### config.mk
export PLATFORM = sky130hd
export DESIGN_NAME = flick_conditioner
export DESIGN_NICKNAME = d
export VERILOG_FILES = /design/src/rtl/flick_pkg.sv /design/src/rtl/step_tick_gen.sv /design/src/rtl/flick_conditioner.sv
export SDC_FILE = /design/constraint.sdc
export NUM_CORES = 1
export LEC_CHECK = 0
export CORE_MARGIN = 2
export CORE_UTILIZATION = 60
export DETAILED_ROUTE_END_ITERATION = 7
export PLACE_DENSITY = 0.78
export SLEW_MARGIN = 10
export SYNTH_ARGS = -nofsm -noshare
export SYNTH_HDL_FRONTEND = slang
export SYNTH_SLANG_ARGS = --single-unit
### constraint.sdc
create_clock -name clk -period 2.6 [get_ports clk]
set_clock_uncertainty 0.15 [all_clocks]
set_input_delay 0.26 -clock clk [delete_from_list [all_inputs] [get_ports clk]]
set_output_delay 0.26 -clock clk [all_outputs]
set_load 0.03 [all_outputs]
### src/rtl/flick_pkg.sv
// flick_pkg: shared definitions for the flick button front end and the
// bound-flash lamp sequencer.
//   deb_state_t      - debounce FSM state encoding
//   DEB_CYCLES_DEF   - default debounce length in clk cycles
//   STEP_CYCLES_DEF  - default lamp step period in clk cycles
//   LAMP_W           - lamp vector width used by the sequencer
package flick_pkg;

  typedef enum logic [1:0] {
    IDLE_LO = 2'd0,
    WAIT_HI = 2'd1,
    IDLE_HI = 2'd2,
    WAIT_LO = 2'd3
  } deb_state_t;

  localparam int DEB_CYCLES_DEF  = 1_000_000;
  localparam int STEP_CYCLES_DEF = 12_500_000;
  localparam int LAMP_W          = 16;

endpackage

### src/rtl/step_tick_gen.sv
// step_tick_gen: periodic one-cycle strobe that paces the lamp sequencer.
// Ports:
//   clk      - system clock, rising edge
//   rst_n    - asynchronous active-low reset
//   step_run - 1 = timer runs, 0 = timer held at 0
//   step_en  - registered strobe, one cycle every STEP_CYCLES cycles
module step_tick_gen
  import flick_pkg::*;
#(
  parameter int STEP_CYCLES = STEP_CYCLES_DEF,
  localparam int STP_W = $clog2(STEP_CYCLES)
) (
  input  logic clk,
  input  logic rst_n,
  input  logic step_run,
  output logic step_en
);

  localparam logic [STP_W-1:0] STP_LAST = STP_W'(STEP_CYCLES - 1);

  logic [STP_W-1:0] cnt;

  // Strobe is registered on the wrap edge, so the first one lands
  // STEP_CYCLES edges after step_run is first sampled high.
  always_ff @(posedge clk or negedge rst_n) begin
    if (!rst_n) begin
      cnt     <= '0;
      step_en <= 1'b0;
    end else if (!step_run) begin
      cnt     <= '0;
      step_en <= 1'b0;
    end else if (cnt == STP_LAST) begin
      cnt     <= '0;
      step_en <= 1'b1;
    end else begin
      cnt     <= cnt + STP_W'(1);
      step_en <= 1'b0;
    end
  end

endmodule

### src/rtl/flick_conditioner.sv
// flick_conditioner: cleans up the raw flick button for the lamp sequencer
// and generates the sequencer's step strobe.
// Ports:
//   clk         - system clock, rising edge
//   rst_n       - asynchronous active-low reset
//   flick_raw   - raw button, asynchronous, may bounce
//   flick_ack   - one-cycle pulse from the sequencer consuming flick_req
//   step_run    - enables the step timer
//   flick       - debounced level
//   flick_pulse - one cycle on each debounced rising edge
//   flick_req   - sticky request, set by a press, cleared by flick_ack
//   step_en     - one-cycle step strobe
module flick_conditioner
  import flick_pkg::*;
#(
  parameter int DEB_CYCLES  = DEB_CYCLES_DEF,
  parameter int STEP_CYCLES = STEP_CYCLES_DEF,
  localparam int CNT_W = $clog2(DEB_CYCLES)
) (
  input  logic clk,
  input  logic rst_n,
  input  logic flick_raw,
  input  logic flick_ack,
  input  logic step_run,
  output logic flick,
  output logic flick_pulse,
  output logic flick_req,
  output logic step_en
);

  localparam logic [CNT_W-1:0] CNT_LAST = CNT_W'(DEB_CYCLES - 1);

  logic       s1;
  logic       s;
  deb_state_t state;
  logic [CNT_W-1:0] cnt;
  logic       rise_commit;

  // Two-flop synchroniser; only s is used downstream.
  always_ff @(posedge clk or negedge rst_n) begin
    if (!rst_n) begin
      s1 <= 1'b0;
      s  <= 1'b0;
    end else begin
      s1 <= flick_raw;
      s  <= s1;
    end
  end

  assign rise_commit = (state == WAIT_HI) && s && (cnt == CNT_LAST);

  // Debounce FSM plus request latch. The request is set both on the commit
  // edge (so it rises together with flick_pulse) and while flick_pulse is
  // high, so an ack arriving in the pulse cycle cannot cancel a fresh press.
  always_ff @(posedge clk or negedge rst_n) begin
    if (!rst_n) begin
      state       <= IDLE_LO;
      cnt         <= '0;
      flick       <= 1'b0;
      flick_pulse <= 1'b0;
      flick_req   <= 1'b0;
    end else begin
      flick_pulse <= 1'b0;
      case (state)
        IDLE_LO: begin
          if (s) begin
            state <= WAIT_HI;
            cnt   <= CNT_W'(1);
          end
        end
        WAIT_HI: begin
          if (!s) begin
            state <= IDLE_LO;
            cnt   <= '0;
          end else if (cnt == CNT_LAST) begin
            state       <= IDLE_HI;
            cnt         <= '0;
            flick       <= 1'b1;
            flick_pulse <= 1'b1;
          end else begin
            cnt <= cnt + CNT_W'(1);
          end
        end
        IDLE_HI: begin
          if (!s) begin
            state <= WAIT_LO;
            cnt   <= CNT_W'(1);
          end
        end
        WAIT_LO: begin
          if (s) begin
            state <= IDLE_HI;
            cnt   <= '0;
          end else if (cnt == CNT_LAST) begin
            state <= IDLE_LO;
            cnt   <= '0;
            flick <= 1'b0;
          end else begin
            cnt <= cnt + CNT_W'(1);
          end
        end
        default: begin
          state <= IDLE_LO;
          cnt   <= '0;
        end
      endcase
      flick_req <= rise_commit | flick_pulse | (flick_req & ~flick_ack);
    end
  end

  step_tick_gen #(
    .STEP_CYCLES(STEP_CYCLES)
  ) u_step (
    .clk     (clk),
    .rst_n   (rst_n),
    .step_run(step_run),
    .step_en (step_en)
  );

endmodule
# == Word level (Yosys, flattened, before mapping) ==
# Cells that the tools add are included.
# Widths: inputs -> output; s select.
# word_totals
in_bits,5
regBits,52
# classes
n_reduce_logical,7
add_sub_neg,2
bitwise,4
mux,25
n_eq_ne,13
# op_table
op,n
$mux 20,5
$pmux 20 s4,1
$mux 24,2
$add 24x1->24 const B,1
$eq 24x24->1 const B,1
$add 20x1->20 const B,1
$eq 20x20->1 const B,1
$mux 2,6
$ne 2x2->1 const B,5
$mux 1,9
$pmux 2 s4,1
$reduce_and 5->1,1
$eq 2x2->1 const B,2
$reduce_and 4->1,1
$ne 3x2->1 const B,1
$ne 3x3->1 const B,1
$eq 2x1->1 const B,1
$logic_and 1x1->1,2
$logic_not 2->1,1
$ne 2x1->1 const B,1
$or 1x1->1,2
$pmux 1 s2,1
$reduce_and 2->1,1
$reduce_bool 2->1,1
other kinds (2),2

# == Logic depth before layout (Yosys ltp) ==
# Gate-level depths: netlist of run 1.
# depth
ltp_word,5
ltp_mapped,7
ltp_nobuf,6

# == Modules after synthesis ==
# Synthesis of run 1 repeated with hierarchy kept, for this count alone.
# unflattened
cells_unflattened,287
area_unflattened_um2,2691.3
# by_module_without_submodules
mod,n_inst,cells_per_inst,area_per_inst_um2
flick_conditioner,1,155,1428.9
step_tick_gen,1,132,1262.5

# == Worst setup path after synthesis of run 1 ==
# OpenSTA, ideal clock, no wires.
# synth_path
path_kind,register to register
start,register cnt[7]
end,register cnt[12]
stages_incl_launch_ff,7
synth_period_minus_slack_ps,1998
setup_slack_ps,602
n_path_buf,1
arrival_time_ps,1719
t_required_ps,2321
setup_ps,129
cell_sequence,dfrtp_1 or4_4 nor4_4 a21oi_2 buf_6 a41oi_1 a31oi_1
# synth_via
elab_chain_len,4
word_cells_on_any_way,6
# synth_rtl
item,line,rtl
from (decl),flick_conditioner.sv:36,logic [CNT_W-1:0] cnt;
from (signal assigned),flick_conditioner.sv:81,cnt <= cnt + CNT_W'(1);
from (signal assigned),flick_conditioner.sv:99,cnt <= cnt + CNT_W'(1);
$add 20x1->20 / $eq 20x20->1 (equally long branches),--,
$mux 20 (*),"flick_conditioner.sv:75, flick_conditioner.sv:94",
"$mux 20, on equally long branches","flick_conditioner.sv:91, flick_conditioner.sv:72",
$pmux 20 s4 (*),flick_conditioner.sv:64,case (state)
# Mark *: on every way between the ends. The rest lies on a longest branch, timed or not.
# A chain may end at the register's enable or synchronous reset.

# == Worst setup path after layout of run 1 ==
# layout_path
start,register cnt[0]
end,register cnt[13]
# The elaborated chain is that of the path after synthesis.

==> flow_summary.html, run 1 <==
<table>
<tr><th>Metric</th><th>Value</th></tr>
<tr><th colspan="2">Final layout</th></tr>
<tr><td>Register area</td><td>1301 µm²</td></tr>
<tr><td>Fin nets</td><td>281</td></tr>
<tr><td>Filler instances</td><td>368</td></tr>
<tr><td>Area growth from synthesis to final layout</td><td>8.369%</td></tr>
<tr><td>Fraction of final layout cells sized beyond drive strength 1</td><td>0.1055</td></tr>
<tr><td>Final instance count without filler cells</td><td>327</td></tr>
<tr><td>Area used by multi-input combinational logic</td><td>1230 µm²</td></tr>
<tr><td>Count of inserted antenna diode cells</td><td>0</td></tr>
<tr><th colspan="2">Synth</th></tr>
<tr><td>Async S/R FF share, synth</td><td>1.000</td></tr>
<tr><td>Portion of netlist area occupied by mux cells</td><td>0.008084</td></tr>
<tr><td>Post-synthesis instance area</td><td>2631 µm²</td></tr>
<tr><td>Average instance area after synthesis</td><td>10.08 µm²</td></tr>
<tr><td>Cell variety after synth</td><td>46</td></tr>
<tr><td>Synthesized-area fraction occupied by and/or/nand/nor cells</td><td>0.2577</td></tr>
<tr><td>Main synth FF type</td><td>sky130_fd_sc_hd__dfrtp_1</td></tr>
<tr><td>Main area contributors after synthesis</td><td>sky130_fd_sc_hd__dfrtp_1, sky130_fd_sc_hd__xor2_1, sky130_fd_sc_hd__nor2_1</td></tr>
<tr><td>Cell type with the largest total area after synthesis</td><td>sky130_fd_sc_hd__dfrtp_1</td></tr>
<tr><td>Cells after synthesis</td><td>261</td></tr>
<tr><td>Total of warnings raised by yosys</td><td>0</td></tr>
<tr><td>Complex-gate fraction of the synthesized area</td><td>0.1027</td></tr>
<tr><td>Fraction of the mapped netlist area in adder cells</td><td>0.009510</td></tr>
<tr><td>Most used standard cell by instance count after synthesis</td><td>sky130_fd_sc_hd__dfrtp_1</td></tr>
<tr><td>Number of flip-flops and latches in the synthesized netlist</td><td>52</td></tr>
<tr><td>Combinational family with the most area after synthesis</td><td>simple AND/OR/NAND/NOR gates</td></tr>
<tr><td>Xor and xnor area share after synthesis</td><td>0.08940</td></tr>
<tr><td>Top-area cell type share of the netlist area</td><td>0.4945</td></tr>
<tr><td>EDFF count, synth</td><td>0</td></tr>
<tr><td>Net count of the mapped netlist</td><td>268</td></tr>
<tr><td>Cell types with the highest counts after synthesis</td><td>sky130_fd_sc_hd__dfrtp_1, sky130_fd_sc_hd__nor2_1, sky130_fd_sc_hd__nand2_1, sky130_fd_sc_hd__xor2_1, sky130_fd_sc_hd__nand3_1</td></tr>
<tr><td>Sequential element share of the synthesized area</td><td>0.4945</td></tr>
<tr><th colspan="2">Detailed routing</th></tr>
<tr><td>Length of the first detailed-routing pass in iterations</td><td>4</td></tr>
<tr><td>Aggregate routed wire length</td><td>4.774 mm</td></tr>
<tr><td>Number of remaining DRC errors</td><td>0</td></tr>
<tr><td>Remaining number of nets flagged by the antenna check after routing</td><td>0</td></tr>
<tr><td>Vias per cell</td><td>5.890</td></tr>
<tr><td>Post-detailed-route wirelength per cell</td><td>14.60 µm</td></tr>
<tr><td>Initial DRC count</td><td>194</td></tr>
<tr><td>Number of vias in the routed layout</td><td>1926</td></tr>
<tr><th colspan="2">Power</th></tr>
<tr><td>Sequential power share</td><td>0.604</td></tr>
<tr><td>Leak</td><td>1.207 nW</td></tr>
<tr><td>Switching share of power</td><td>0.2299</td></tr>
<tr><td>Cell internal pwr</td><td>1.064 mW</td></tr>
<tr><td>Clock network fraction of total power</td><td>0.342</td></tr>
<tr><td>Cell area power density</td><td>484.6 nW/µm²</td></tr>
<tr><td>Combinational cell fraction of total power</td><td>0.054</td></tr>
<tr><td>Worst-case vdd ir drop</td><td>0.0003555 V</td></tr>
<tr><td>Switching power summed over all nets</td><td>0.3177 mW</td></tr>
<tr><th colspan="2">STA</th></tr>
<tr><td>Max-Slew Margin vs Limit</td><td>0.3357</td></tr>
<tr><td>Unrepaired setup endpoints after global routing</td><td>false</td></tr>
<tr><td>Tmin final</td><td>2350 ps</td></tr>
<tr><td>Number of pins exceeding their max-slew limit in the final report</td><td>0</td></tr>
<tr><td>Total count of hold-check failures in the final report</td><td>0</td></tr>
<tr><td>Final number of setup-violating endpoints</td><td>0</td></tr>
<tr><td>Worst Tran Pin Value</td><td>996.4 ps</td></tr>
<tr><td>Final-layout setup total negative slack</td><td>0 ps</td></tr>
<tr><td>Final critical-path share of the clock period</td><td>0.9040</td></tr>
<tr><td>Maximum clock frequency</td><td>425.5 MHz</td></tr>
<tr><th colspan="2">Floorplan</th></tr>
<tr><td>Floorplan Core Area</td><td>4294 µm²</td></tr>
<tr><td>Initial Util</td><td>0.6128</td></tr>
<tr><td>Number of placement rows</td><td>24</td></tr>
<tr><td>Die boundary height</td><td>70.22 µm</td></tr>
<tr><td>Area of the die</td><td>4931 µm²</td></tr>
<tr><td>Top Ports</td><td>9</td></tr>
<tr><td>Width of the chip</td><td>70.22 µm</td></tr>
<tr><th colspan="2">Global routing</th></tr>
<tr><td>Largest net degree at the start of global routing</td><td>53</td></tr>
<tr><td>Antenna violations before repair</td><td>0</td></tr>
<tr><td>Global-route wire length before repair</td><td>8.376 mm</td></tr>
<tr><td>Global route total overflow</td><td>0</td></tr>
<tr><td>Global routing usage summed across all routing layers</td><td>0.2126</td></tr>
<tr><td>Met2 capacity usage during global routing</td><td>0.2966</td></tr>
<tr><td>Vias in the first global route</td><td>1861</td></tr>
<tr><td>Global-route met3 utilization</td><td>0.03463</td></tr>
<tr><td>Most crowded layer after global routing</td><td>met1</td></tr>
<tr><td>Met1 Resource Use GR</td><td>0.3266</td></tr>
<tr><th colspan="2">Worst setup path</th></tr>
<tr><td>Worst Setup End Kind</td><td>register</td></tr>
<tr><td>Maximum fanout along the worst path</td><td>24</td></tr>
<tr><td>Data arrival time at the worst-slack endpoint</td><td>2430 ps</td></tr>
<tr><td>Worst Reg2Reg Path Length in Cells</td><td>6</td></tr>
<tr><td>Critical setup path kind</td><td>register to register</td></tr>
<tr><td>Setup crit start kind</td><td>register</td></tr>
<tr><td>Critical Path RT</td><td>2680 ps</td></tr>
<tr><th colspan="2">Clocking</th></tr>
<tr><td>Clock network latency to the later pin of the worst-skew pair</td><td>310 ps</td></tr>
<tr><td>Post-cts sizing count</td><td>0</td></tr>
<tr><td>TritonCTS clock tree</td><td>built</td></tr>
<tr><td>CTS clock-pin slew for the worst setup and hold paths</td><td>100 ps</td></tr>
<tr><td>Clock Sinks</td><td>52</td></tr>
<tr><td>H-Tree Level Count</td><td>2</td></tr>
<tr><td>Clock root buffer</td><td>sky130_fd_sc_hd__clkbuf_8</td></tr>
<tr><td>Maximum clock path buffer count</td><td>2</td></tr>
<tr><td>TritonCTS Buffers</td><td>5</td></tr>
<tr><th colspan="2">Worst hold path</th></tr>
<tr><td>Hold-critical path depth</td><td>0</td></tr>
<tr><td>Hold Path Class</td><td>register to register</td></tr>
<tr><th colspan="2">Run</th></tr>
<tr><td>Number of max-capacitance violations reported</td><td>0</td></tr>
<tr><th colspan="2">Place</th></tr>
<tr><td>Cell total after placement</td><td>318</td></tr>
<tr><td>Last weighted congestion value of the routability-driven placer</td><td>0.8309</td></tr>
<tr><td>Total half-perimeter wirelength after legalization and detailed placement</td><td>3.207 mm</td></tr>
<tr><td>Count of port buffers added during placement</td><td>8</td></tr>
<tr><th colspan="2">Outcome</th></tr>
<tr><td>Run status</td><td>finished clean</td></tr>
</table>
==> stage by stage <==
stage / utilization / power, mW / setup slack, ps / area [µm²] / hold slack (ps)
CTS: 0.6640 / 1.404 / 259.3 / 2851 / 225.9
global placement: 0.6407 / 0.9237 / 346.2 / 2751 / 195.6
detailed placement: 0.6407 / 0.9251 / 283.4 / 2751 / 196.9
finish: 0.6640 / 1.382 / 249.6 / 2851 / 219.1
floorplan: - / 0.8939 / 602.0 / 2631 / -185.6
global route: 0.6640 / 1.432 / 4.469 / 2851 / 229.6
==> metal layers <==
metal	share of wire	up-vias
li1	-	949
met1	0.53	944
met2	0.43	23
met3	0.021	10
met4	0.019	0
met5	0	-
==> cells in the final DEF, fill, tap and decap left out, types with 2 or more instances in the layout <==
| master | n |
|---|---|
| sky130_fd_sc_hd__a21oi_1 | 10 |
| sky130_fd_sc_hd__a22o_1 | 4 |
| sky130_fd_sc_hd__a31oi_1 | 8 |
| sky130_fd_sc_hd__a41oi_1 | 3 |
| sky130_fd_sc_hd__and2_1 | 2 |
| sky130_fd_sc_hd__and3_1 | 8 |
| sky130_fd_sc_hd__and4_1 | 2 |
| sky130_fd_sc_hd__buf_4 | 5 |
| sky130_fd_sc_hd__clkbuf_1 | 2 |
| sky130_fd_sc_hd__clkbuf_8 | 6 |
| sky130_fd_sc_hd__clkdlybuf4s50_1 | 7 |
| sky130_fd_sc_hd__dfrtp_1 | 52 |
| sky130_fd_sc_hd__ha_1 | 2 |
| sky130_fd_sc_hd__inv_1 | 6 |
| sky130_fd_sc_hd__nand2_1 | 18 |
| sky130_fd_sc_hd__nand2b_1 | 3 |
| sky130_fd_sc_hd__nand3_1 | 17 |
| sky130_fd_sc_hd__nand3_2 | 3 |
| sky130_fd_sc_hd__nand4_1 | 11 |
| sky130_fd_sc_hd__nor2_1 | 37 |
| sky130_fd_sc_hd__nor3_1 | 3 |
| sky130_fd_sc_hd__nor3_2 | 2 |
| sky130_fd_sc_hd__nor4_2 | 2 |
| sky130_fd_sc_hd__o21ai_0 | 9 |
| sky130_fd_sc_hd__o21ai_1 | 3 |
| sky130_fd_sc_hd__o31ai_1 | 2 |
| sky130_fd_sc_hd__or3_1 | 3 |
| sky130_fd_sc_hd__xnor2_1 | 7 |
| sky130_fd_sc_hd__xor2_1 | 18 |
==> path summary, 6_finish.rpt <==
| kind | slack [ps] | to | startpoint |
|---|---|---|---|
| setup / recovery | 250 | cnt[13]$_DFFE_PN0P_ | cnt[0]$_DFFE_PN0P_ |
| hold reg to reg | 220 | s$_DFF_PN0_ | s1$_DFF_PN0_ |
| max in group asynchronous | 1440 | state[0]$_DFFE_PN0P_ | rst_n |
| setup reg to reg | 250 | cnt[13]$_DFFE_PN0P_ | cnt[0]$_DFFE_PN0P_ |
| hold / removal | 220 | s$_DFF_PN0_ | s1$_DFF_PN0_ |
| min in group asynchronous | 440 | cnt[18]$_DFFE_PN0P_ | rst_n |
==> cell families (layout without fill, tap and decap cells) <==
| group | after synthesis | in the layout |
|---|---|---|
| adders and majority gates | 2 | 2 |
| AOI/OAI and AO/OA | 43 | 43 |
| DFF | 52 | 52 |
| muxes | 2 | 2 |
| and+or+nand+nor | 121 | 121 |
| buffers and inverters | 15 | 29 |
| xor gates and xnor gates | 26 | 26 |
==> cell type report <==
type                    instances  share of cell area
repair buffers                 15             0.05002
multi-input cells             194              0.4313
flip-flops and latches         52              0.4563
inverters                       6            0.007898
clock buffers                   8             0.03159
well taps                      52             0.02282
==> flip-flops by register name (all words and copies together), names as in the netlist, named ones only <==
signal          flops
state               1
cnt                20
s1                  1
flick_req           1
u_step.step_en      1
flick_pulse         1
u_step.cnt         24
flick               1
s                   1
==> worst max-delay path, cell delays in order (launching register included) <==
cell and delay (ps):
sky130_fd_sc_hd__dfrtp_1 430, sky130_fd_sc_hd__ha_1 250, sky130_fd_sc_hd__nand3_2 150, sky130_fd_sc_hd__nor4_4 90
sky130_fd_sc_hd__a21oi_2 790, sky130_fd_sc_hd__o21ai_0 210, sky130_fd_sc_hd__a31oi_1 210
==> power by group through the flow <==
stage | Combinational [mW] | Sequential (mW) | Clock [mW]
after floorplan | 0.0483 | 0.846 | 0
after global placement | 0.0740 | 0.850 | 0
after detailed placement | 0.0750 | 0.850 | 0
after CTS | 0.0765 | 0.834 | 0.493
after global routing | 0.0854 | 0.838 | 0.509
final | 0.0747 | 0.835 | 0.473
==> what timing repair did <==
item / in CTS / in global routing
setup buffers: 0 / 0
hold endpoints to repair: 52 / 0
endpoints found under the setup margin: 0 / 0
hold buffers: 1 / 0
No activity file was read; power rests on OpenSTA's default activity.
==> run 2, diff against run 1 <==
--- a/config.mk
+++ b/config.mk
@@ -6,9 +6,8 @@
 export NUM_CORES = 1
 export LEC_CHECK = 0
 export CORE_MARGIN = 2
-export CORE_UTILIZATION = 60
+export CORE_UTILIZATION = 40
 export DETAILED_ROUTE_END_ITERATION = 7
-export PLACE_DENSITY = 0.78
 export SLEW_MARGIN = 10
 export SYNTH_ARGS = -nofsm -noshare
 export SYNTH_HDL_FRONTEND = slang
==> flow_summary.html, run 2 (same netlist as run 1, synthesis figures left out) <==
<table>
<tr><th>Metric</th><th>Value</th></tr>
<tr><th colspan="2">Global routing</th></tr>
<tr><td>Largest net degree at the start of global routing</td><td>53</td></tr>
<tr><td>Global route total overflow</td><td>0</td></tr>
<tr><td>Global-route wire length before repair</td><td>8.038 mm</td></tr>
<tr><td>Vias in the first global route</td><td>1695</td></tr>
<tr><td>Antenna violations before repair</td><td>0</td></tr>
<tr><td>Global routing usage summed across all routing layers</td><td>0.1377</td></tr>
<tr><th colspan="2">Power</th></tr>
<tr><td>Switching share of power</td><td>0.2472</td></tr>
<tr><td>Cell area power density</td><td>480.2 nW/µm²</td></tr>
<tr><td>Leak</td><td>1.205 nW</td></tr>
<tr><td>Cell internal pwr</td><td>1.038 mW</td></tr>
<tr><td>Worst-case vdd ir drop</td><td>0.0002959 V</td></tr>
<tr><td>Clock network fraction of total power</td><td>0.343</td></tr>
<tr><td>Sequential power share</td><td>0.605</td></tr>
<tr><td>Combinational cell fraction of total power</td><td>0.052</td></tr>
<tr><td>Switching power summed over all nets</td><td>0.3409 mW</td></tr>
<tr><th colspan="2">Worst setup path</th></tr>
<tr><td>Setup crit start kind</td><td>register</td></tr>
<tr><td>Crit path max-delay cell type</td><td>sky130_fd_sc_hd__a21oi_2</td></tr>
<tr><td>Worst R2R End</td><td>cnt[11]$_DFFE_PN0P_</td></tr>
<tr><td>CP top delay family</td><td>compound AO/OA/AOI/OAI gates</td></tr>
<tr><td>Peak per-stage delay on the critical path</td><td>790 ps</td></tr>
<tr><td>Maximum fanout along the worst path</td><td>24</td></tr>
<tr><td>Critical Path RT</td><td>2680 ps</td></tr>
<tr><td>Critical setup path kind</td><td>register to register</td></tr>
<tr><td>Critical path, cell by cell</td><td>ha_1 &gt; nand3_2 &gt; nor4_4 &gt; a21oi_2 &gt; a41oi_1 &gt; a31oi_1</td></tr>
<tr><td>Register-to-Register Setup Slack</td><td>260 ps</td></tr>
<tr><td>Worst Reg2Reg Path Length in Cells</td><td>6</td></tr>
<tr><td>Reg2Reg Launch Point</td><td>cnt[0]$_DFFE_PN0P_</td></tr>
<tr><td>Count of buffer and inverter cells on the critical path</td><td>0</td></tr>
<tr><td>Worst Setup End Kind</td><td>register</td></tr>
<tr><td>Data arrival time at the worst-slack endpoint</td><td>2420 ps</td></tr>
<tr><th colspan="2">Detailed routing</th></tr>
<tr><td>Vias per cell</td><td>5.310</td></tr>
<tr><td>Number of remaining DRC errors</td><td>0</td></tr>
<tr><td>Post-detailed-route wirelength per cell</td><td>13.38 µm</td></tr>
<tr><td>Initial DRC count</td><td>86</td></tr>
<tr><td>Number of vias in the routed layout</td><td>1869</td></tr>
<tr><td>WL met1</td><td>2.493 mm</td></tr>
<tr><td>Aggregate routed wire length</td><td>4.708 mm</td></tr>
<tr><td>DR top layer</td><td>met4</td></tr>
<tr><td>Remaining number of nets flagged by the antenna check after routing</td><td>0</td></tr>
<tr><td>Length of the first detailed-routing pass in iterations</td><td>4</td></tr>
<tr><td>Detail Route met3 WL</td><td>105 µm</td></tr>
<tr><td>Wire length on met2</td><td>2.049 mm</td></tr>
<tr><th colspan="2">Clocking</th></tr>
<tr><td>TritonCTS Buffers</td><td>5</td></tr>
<tr><td>Maximum clock path buffer count</td><td>2</td></tr>
<tr><td>Clock Sinks</td><td>52</td></tr>
<tr><td>Post-cts sizing count</td><td>0</td></tr>
<tr><td>TritonCTS clock tree</td><td>built</td></tr>
<tr><td>Clock root buffer</td><td>sky130_fd_sc_hd__clkbuf_8</td></tr>
<tr><td>CTS clock-pin slew for the worst setup and hold paths</td><td>100 ps</td></tr>
<tr><td>Post-CTS setup buffer count</td><td>0</td></tr>
<tr><td>H-Tree Level Count</td><td>2</td></tr>
<tr><td>Clock network latency to the later pin of the worst-skew pair</td><td>300 ps</td></tr>
<tr><th colspan="2">STA</th></tr>
<tr><td>Number of pins exceeding their max-slew limit in the final report</td><td>0</td></tr>
<tr><td>Tmin final</td><td>2340 ps</td></tr>
<tr><td>Post-route worst hold slack</td><td>215.6 ps</td></tr>
<tr><td>Final-layout setup total negative slack</td><td>0 ps</td></tr>
<tr><td>Maximum clock frequency</td><td>427.3 MHz</td></tr>
<tr><td>Worst Tran Pin Value</td><td>988.3 ps</td></tr>
<tr><td>Max-Slew Margin vs Limit</td><td>0.3412</td></tr>
<tr><td>Final number of setup-violating endpoints</td><td>0</td></tr>
<tr><td>Final critical-path share of the clock period</td><td>0.9002</td></tr>
<tr><td>Total count of hold-check failures in the final report</td><td>0</td></tr>
<tr><td>Unrepaired setup endpoints after global routing</td><td>false</td></tr>
<tr><th colspan="2">Final layout</th></tr>
<tr><td>Fraction of final layout cells sized beyond drive strength 1</td><td>0.1127</td></tr>
<tr><td>Area growth from synthesis to final layout</td><td>9.130%</td></tr>
<tr><td>Largest registers</td><td>u_step.cnt (24), cnt (20)</td></tr>
<tr><td>Fin nets</td><td>281</td></tr>
<tr><td>Register containing the most flip-flops in the final layout</td><td>u_step.cnt</td></tr>
<tr><td>Count of inserted antenna diode cells</td><td>0</td></tr>
<tr><td>Max reg flops</td><td>24</td></tr>
<tr><td>Most frequent standard cell in the layout excluding fill and tap cells</td><td>sky130_fd_sc_hd__dfrtp_1</td></tr>
<tr><td>Highest-count cells in the layout ignoring fill and taps</td><td>sky130_fd_sc_hd__dfrtp_1, sky130_fd_sc_hd__nor2_1, sky130_fd_sc_hd__nand2_1, sky130_fd_sc_hd__xor2_1, sky130_fd_sc_hd__nand3_1</td></tr>
<tr><th colspan="2">Outcome</th></tr>
<tr><td>Run status</td><td>finished clean</td></tr>
<tr><th colspan="2">Worst hold path</th></tr>
<tr><td>Hold Path Class</td><td>register to register</td></tr>
<tr><td>HP Start</td><td>s1$_DFF_PN0_</td></tr>
<tr><td>Worst hold path endpoint</td><td>s$_DFF_PN0_</td></tr>
<tr><td>Hold-critical path depth</td><td>0</td></tr>
<tr><th colspan="2">Floorplan</th></tr>
<tr><td>Floorplan Core Area</td><td>6350 µm²</td></tr>
<tr><td>Initial Util</td><td>0.4144</td></tr>
<tr><td>Die boundary height</td><td>85.11 µm</td></tr>
<tr><td>Width of the chip</td><td>85.11 µm</td></tr>
<tr><td>Area of the die</td><td>7243 µm²</td></tr>
<tr><td>Top Ports</td><td>9</td></tr>
<tr><td>Number of placement rows</td><td>29</td></tr>
<tr><th colspan="2">Run</th></tr>
<tr><td>Number of max-capacitance violations reported</td><td>0</td></tr>
<tr><th colspan="2">Place</th></tr>
<tr><td>Count of port buffers added during placement</td><td>8</td></tr>
<tr><td>Total half-perimeter wirelength after legalization and detailed placement</td><td>3.159 mm</td></tr>
<tr><td>Last weighted congestion value of the routability-driven placer</td><td>0.7318</td></tr>
</table>
[run 2: final cells by class]
class | count | area [µm²]
Sequential cell | 52 | 1301
Clock inverter | 3 | 22.52
Timing Repair Buffer | 15 | 130.1
Fill cell | 601 | 3478
Tap cell | 77 | 96.34
Multi-Input combinational cell | 194 | 1230
Clock buffer | 5 | 68.82
Inverter | 6 | 22.52
[run 2: worst max-delay path by stage]
stage | start | end | slack, ps | depth (start not counted)
floorplan | cnt[7]$_DFFE_PN0P_ | cnt[12]$_DFFE_PN0P_ | 600 | 6
global placement | cnt[0]$_DFFE_PN0P_ | cnt[13]$_DFFE_PN0P_ | 330 | 6
detailed placement | cnt[0]$_DFFE_PN0P_ | cnt[7]$_DFFE_PN0P_ | 290 | 6
CTS | cnt[0]$_DFFE_PN0P_ | cnt[13]$_DFFE_PN0P_ | 280 | 6
global route | register | cnt[17]$_DFFE_PN0P_ | 70 | 5
finish | cnt[0]$_DFFE_PN0P_ | cnt[11]$_DFFE_PN0P_ | 260 | 6
[run 2: per-stage QoR]
| stage | total power, mW | cell area [µm²] | std cells | setup WS [ps] | util |
|---|---|---|---|---|---|
| floorplan | 0.8939 | 2631 | 261 | 602.0 | - |
| global placement | 0.9227 | 2770 | 343 | 332.5 | 0.4363 |
| detailed placement | 0.9239 | 2770 | 343 | 294.3 | 0.4363 |
| CTS | 1.407 | 2872 | 352 | 277.4 | 0.4522 |
| global route | 1.450 | 2872 | 352 | 73.81 | 0.4522 |
| finish | 1.379 | 2872 | 352 | 259.5 | 0.4522 |
[run 2: power by group through the flow]
stage,clock network [mW],logic [mW],registers (mW)
floorplan,0,0.0483,0.846
global placement,0,0.0724,0.850
detailed placement,0,0.0731,0.851
CTS,0.498,0.0744,0.835
global route,0.530,0.0835,0.837
finish,0.473,0.0716,0.834
[run 2: what timing repair did]
item / in CTS / in global routing
endpoints found under the hold margin: 52 / 0
setup endpoints to repair: 0 / 0
hold buffers: 1 / 0
[run 2: per-layer routing]
metal	track usage	vias to the layer above
li1	-	950
met1	0.1993	896
met2	0.2031	19
met3	0.03210	4
met4	0.04762	0
met5	0	-
[run 2: worst reg2reg max path, stage by stage, from the launching register on]
cell and delay, ps:
sky130_fd_sc_hd__dfrtp_1 440, sky130_fd_sc_hd__ha_1 250, sky130_fd_sc_hd__nand3_2 150, sky130_fd_sc_hd__nor4_4 80
sky130_fd_sc_hd__a21oi_2 790, sky130_fd_sc_hd__a41oi_1 220, sky130_fd_sc_hd__a31oi_1 190
==> run 3, diff against run 2 <==
--- a/config.mk
+++ b/config.mk
@@ -8,6 +8,8 @@
 export CORE_MARGIN = 2
 export CORE_UTILIZATION = 40
 export DETAILED_ROUTE_END_ITERATION = 7
+export GPL_ROUTABILITY_DRIVEN = 0
+export RECOVER_POWER = 100
 export SLEW_MARGIN = 10
 export SYNTH_ARGS = -nofsm -noshare
 export SYNTH_HDL_FRONTEND = slang
==> flow_summary.html, run 3 (same netlist as run 1, synthesis figures left out) <==
<table>
<tr><th>Metric</th><th>Value</th></tr>
<tr><th colspan="2">Outcome</th></tr>
<tr><td>Run status</td><td>finished clean</td></tr>
<tr><th colspan="2">Final layout</th></tr>
<tr><td>Highest-count cells in the layout ignoring fill and taps</td><td>sky130_fd_sc_hd__dfrtp_1, sky130_fd_sc_hd__nor2_1, sky130_fd_sc_hd__nand2_1, sky130_fd_sc_hd__nand3_1, sky130_fd_sc_hd__xor2_1</td></tr>
<tr><td>Register containing the most flip-flops in the final layout</td><td>u_step.cnt</td></tr>
<tr><td>Area growth from synthesis to final layout</td><td>8.417%</td></tr>
<tr><td>Fin nets</td><td>281</td></tr>
<tr><td>Count of inserted antenna diode cells</td><td>0</td></tr>
<tr><td>Most frequent standard cell in the layout excluding fill and tap cells</td><td>sky130_fd_sc_hd__dfrtp_1</td></tr>
<tr><td>Largest registers</td><td>u_step.cnt (24), cnt (20)</td></tr>
<tr><td>Fraction of final layout cells sized beyond drive strength 1</td><td>0.1018</td></tr>
<tr><td>Post-route cell area</td><td>2853 µm²</td></tr>
<tr><td>Max reg flops</td><td>24</td></tr>
<tr><td>Fin util</td><td>0.4493</td></tr>
<tr><td>Area used by multi-input combinational logic</td><td>1216 µm²</td></tr>
<tr><td>Register area</td><td>1301 µm²</td></tr>
<tr><td>Filler instances</td><td>605</td></tr>
<tr><th colspan="2">Floorplan</th></tr>
<tr><td>Area of the die</td><td>7243 µm²</td></tr>
<tr><td>Floorplan Core Area</td><td>6350 µm²</td></tr>
<tr><td>Width of the chip</td><td>85.11 µm</td></tr>
<tr><td>Die boundary height</td><td>85.11 µm</td></tr>
<tr><td>Top Ports</td><td>9</td></tr>
<tr><td>Initial Util</td><td>0.4144</td></tr>
<tr><td>Number of placement rows</td><td>29</td></tr>
<tr><th colspan="2">Clocking</th></tr>
<tr><td>Post-cts sizing count</td><td>0</td></tr>
<tr><td>TritonCTS clock tree</td><td>built</td></tr>
<tr><td>H-Tree Level Count</td><td>2</td></tr>
<tr><td>Quantity of hold-fixing buffers added after cts</td><td>1</td></tr>
<tr><td>Maximum clock path buffer count</td><td>2</td></tr>
<tr><td>Clock network latency to the later pin of the worst-skew pair</td><td>300 ps</td></tr>
<tr><td>CTS clock-pin slew for the worst setup and hold paths</td><td>100 ps</td></tr>
<tr><td>Post-CTS setup buffer count</td><td>0</td></tr>
<tr><td>Clock root buffer</td><td>sky130_fd_sc_hd__clkbuf_8</td></tr>
<tr><td>Clock Sinks</td><td>52</td></tr>
<tr><td>TritonCTS Buffers</td><td>5</td></tr>
<tr><th colspan="2">STA</th></tr>
<tr><td>Post-route worst hold slack</td><td>216.4 ps</td></tr>
<tr><td>Final number of setup-violating endpoints</td><td>0</td></tr>
<tr><td>Final-layout setup total negative slack</td><td>0 ps</td></tr>
<tr><td>Number of pins exceeding their max-slew limit in the final report</td><td>0</td></tr>
<tr><td>Unrepaired setup endpoints after global routing</td><td>false</td></tr>
<tr><td>Final critical-path share of the clock period</td><td>0.8982</td></tr>
<tr><td>Worst Tran Pin Value</td><td>1261 ps</td></tr>
<tr><td>Maximum clock frequency</td><td>428.2 MHz</td></tr>
<tr><td>Max-Slew Margin vs Limit</td><td>0.1592</td></tr>
<tr><td>Total count of hold-check failures in the final report</td><td>0</td></tr>
<tr><td>Tmin final</td><td>2335 ps</td></tr>
<tr><th colspan="2">Global routing</th></tr>
<tr><td>Antenna violations before repair</td><td>0</td></tr>
<tr><td>Vias in the first global route</td><td>1695</td></tr>
<tr><td>Global route total overflow</td><td>0</td></tr>
<tr><td>Global-route wire length before repair</td><td>8.038 mm</td></tr>
<tr><td>Largest net degree at the start of global routing</td><td>53</td></tr>
<tr><td>Global routing usage summed across all routing layers</td><td>0.1377</td></tr>
<tr><th colspan="2">Power</th></tr>
<tr><td>Cell area power density</td><td>482.7 nW/µm²</td></tr>
<tr><td>Tot Pwr</td><td>1.377 mW</td></tr>
<tr><td>Worst-case vdd ir drop</td><td>0.0002961 V</td></tr>
<tr><td>Leak</td><td>1.218 nW</td></tr>
<tr><th colspan="2">Worst setup path</th></tr>
<tr><td>Critical setup path kind</td><td>register to register</td></tr>
<tr><td>Setup crit start kind</td><td>register</td></tr>
<tr><td>Maximum fanout along the worst path</td><td>24</td></tr>
<tr><td>Data arrival time at the worst-slack endpoint</td><td>2410 ps</td></tr>
<tr><td>Critical Path RT</td><td>2680 ps</td></tr>
<tr><td>Worst Setup End Kind</td><td>register</td></tr>
<tr><th colspan="2">Detailed routing</th></tr>
<tr><td>Number of remaining DRC errors</td><td>0</td></tr>
<tr><td>Post-detailed-route wirelength per cell</td><td>13.44 µm</td></tr>
<tr><td>Number of vias in the routed layout</td><td>1868</td></tr>
<tr><td>Aggregate routed wire length</td><td>4.730 mm</td></tr>
<tr><td>Remaining number of nets flagged by the antenna check after routing</td><td>0</td></tr>
<tr><td>Initial DRC count</td><td>101</td></tr>
<tr><td>Vias per cell</td><td>5.307</td></tr>
<tr><td>Length of the first detailed-routing pass in iterations</td><td>4</td></tr>
<tr><th colspan="2">Place</th></tr>
<tr><td>Total half-perimeter wirelength after legalization and detailed placement</td><td>3.159 mm</td></tr>
<tr><td>Count of port buffers added during placement</td><td>8</td></tr>
<tr><td>Post-place instance area</td><td>2770 µm²</td></tr>
<tr><th colspan="2">Run</th></tr>
<tr><td>Number of max-capacitance violations reported</td><td>0</td></tr>
<tr><th colspan="2">Worst hold path</th></tr>
<tr><td>Hold Path Class</td><td>register to register</td></tr>
</table>
[run 3: through the flow]
stage	setup slack, ps	std cells
finish	264.7	352
global placement	332.5	343
detailed placement	294.3	343
CTS	277.4	352
floorplan	602.0	261
global route	86.28	352
[run 3: power by group]
part / total, mW / leakage [nW] / internal (mW) / switching (mW)
logic: 0.0702 / 0.456 / 0.0237 / 0.0466
clock network: 0.472 / 0.0485 / 0.194 / 0.279
registers: 0.835 / 0.714 / 0.819 / 0.0152
[run 3: routing by layer]
layer  GRT usage  part of all wire  up-vias  routed length, µm
met3     0.03210             0.024        4                112
li1            -                 -      953                  -
met5           0                 0        -                  0
met1      0.1993              0.53      893               2507
met4     0.04762             0.013        0                 60
met2      0.2031              0.43       18               2049
[run 3: worst paths after layout]
path / slack (ps) / startpoint / depth (start not counted) / endpoint
worst min register to register: 220 / s1$_DFF_PN0_ / 0 / s$_DFF_PN0_
worst min-delay path: 220 / s1$_DFF_PN0_ / 0 / s$_DFF_PN0_
worst max register to register: 260 / cnt[0]$_DFFE_PN0P_ / 6 / cnt[11]$_DFFE_PN0P_
worst max-delay path: 260 / cnt[0]$_DFFE_PN0P_ / 6 / cnt[11]$_DFFE_PN0P_
max in group asynchronous: 860 / rst_n / 3 / cnt[11]$_DFFE_PN0P_
min in group asynchronous: 680 / rst_n / 3 / u_step.cnt[11]$_DFF_PN0_
[run 3: worst max-delay path, stage by stage, from the launching register on]
cell and delay (ps):
sky130_fd_sc_hd__dfrtp_1 440, sky130_fd_sc_hd__ha_1 250, sky130_fd_sc_hd__nand3_2 150, sky130_fd_sc_hd__nor4_4 80
sky130_fd_sc_hd__a21oi_2 780, sky130_fd_sc_hd__a41oi_1 220, sky130_fd_sc_hd__a31oi_1 190
[run 3: area by class of cell]
class	instances	share of cell area
well taps	77	0.03377
multi-input cells	194	0.4263
clock inverters	3	0.007895
repair buffers	15	0.04386
flip-flops and latches	52	0.4561
inverters	6	0.007895
clock buffers	5	0.02412
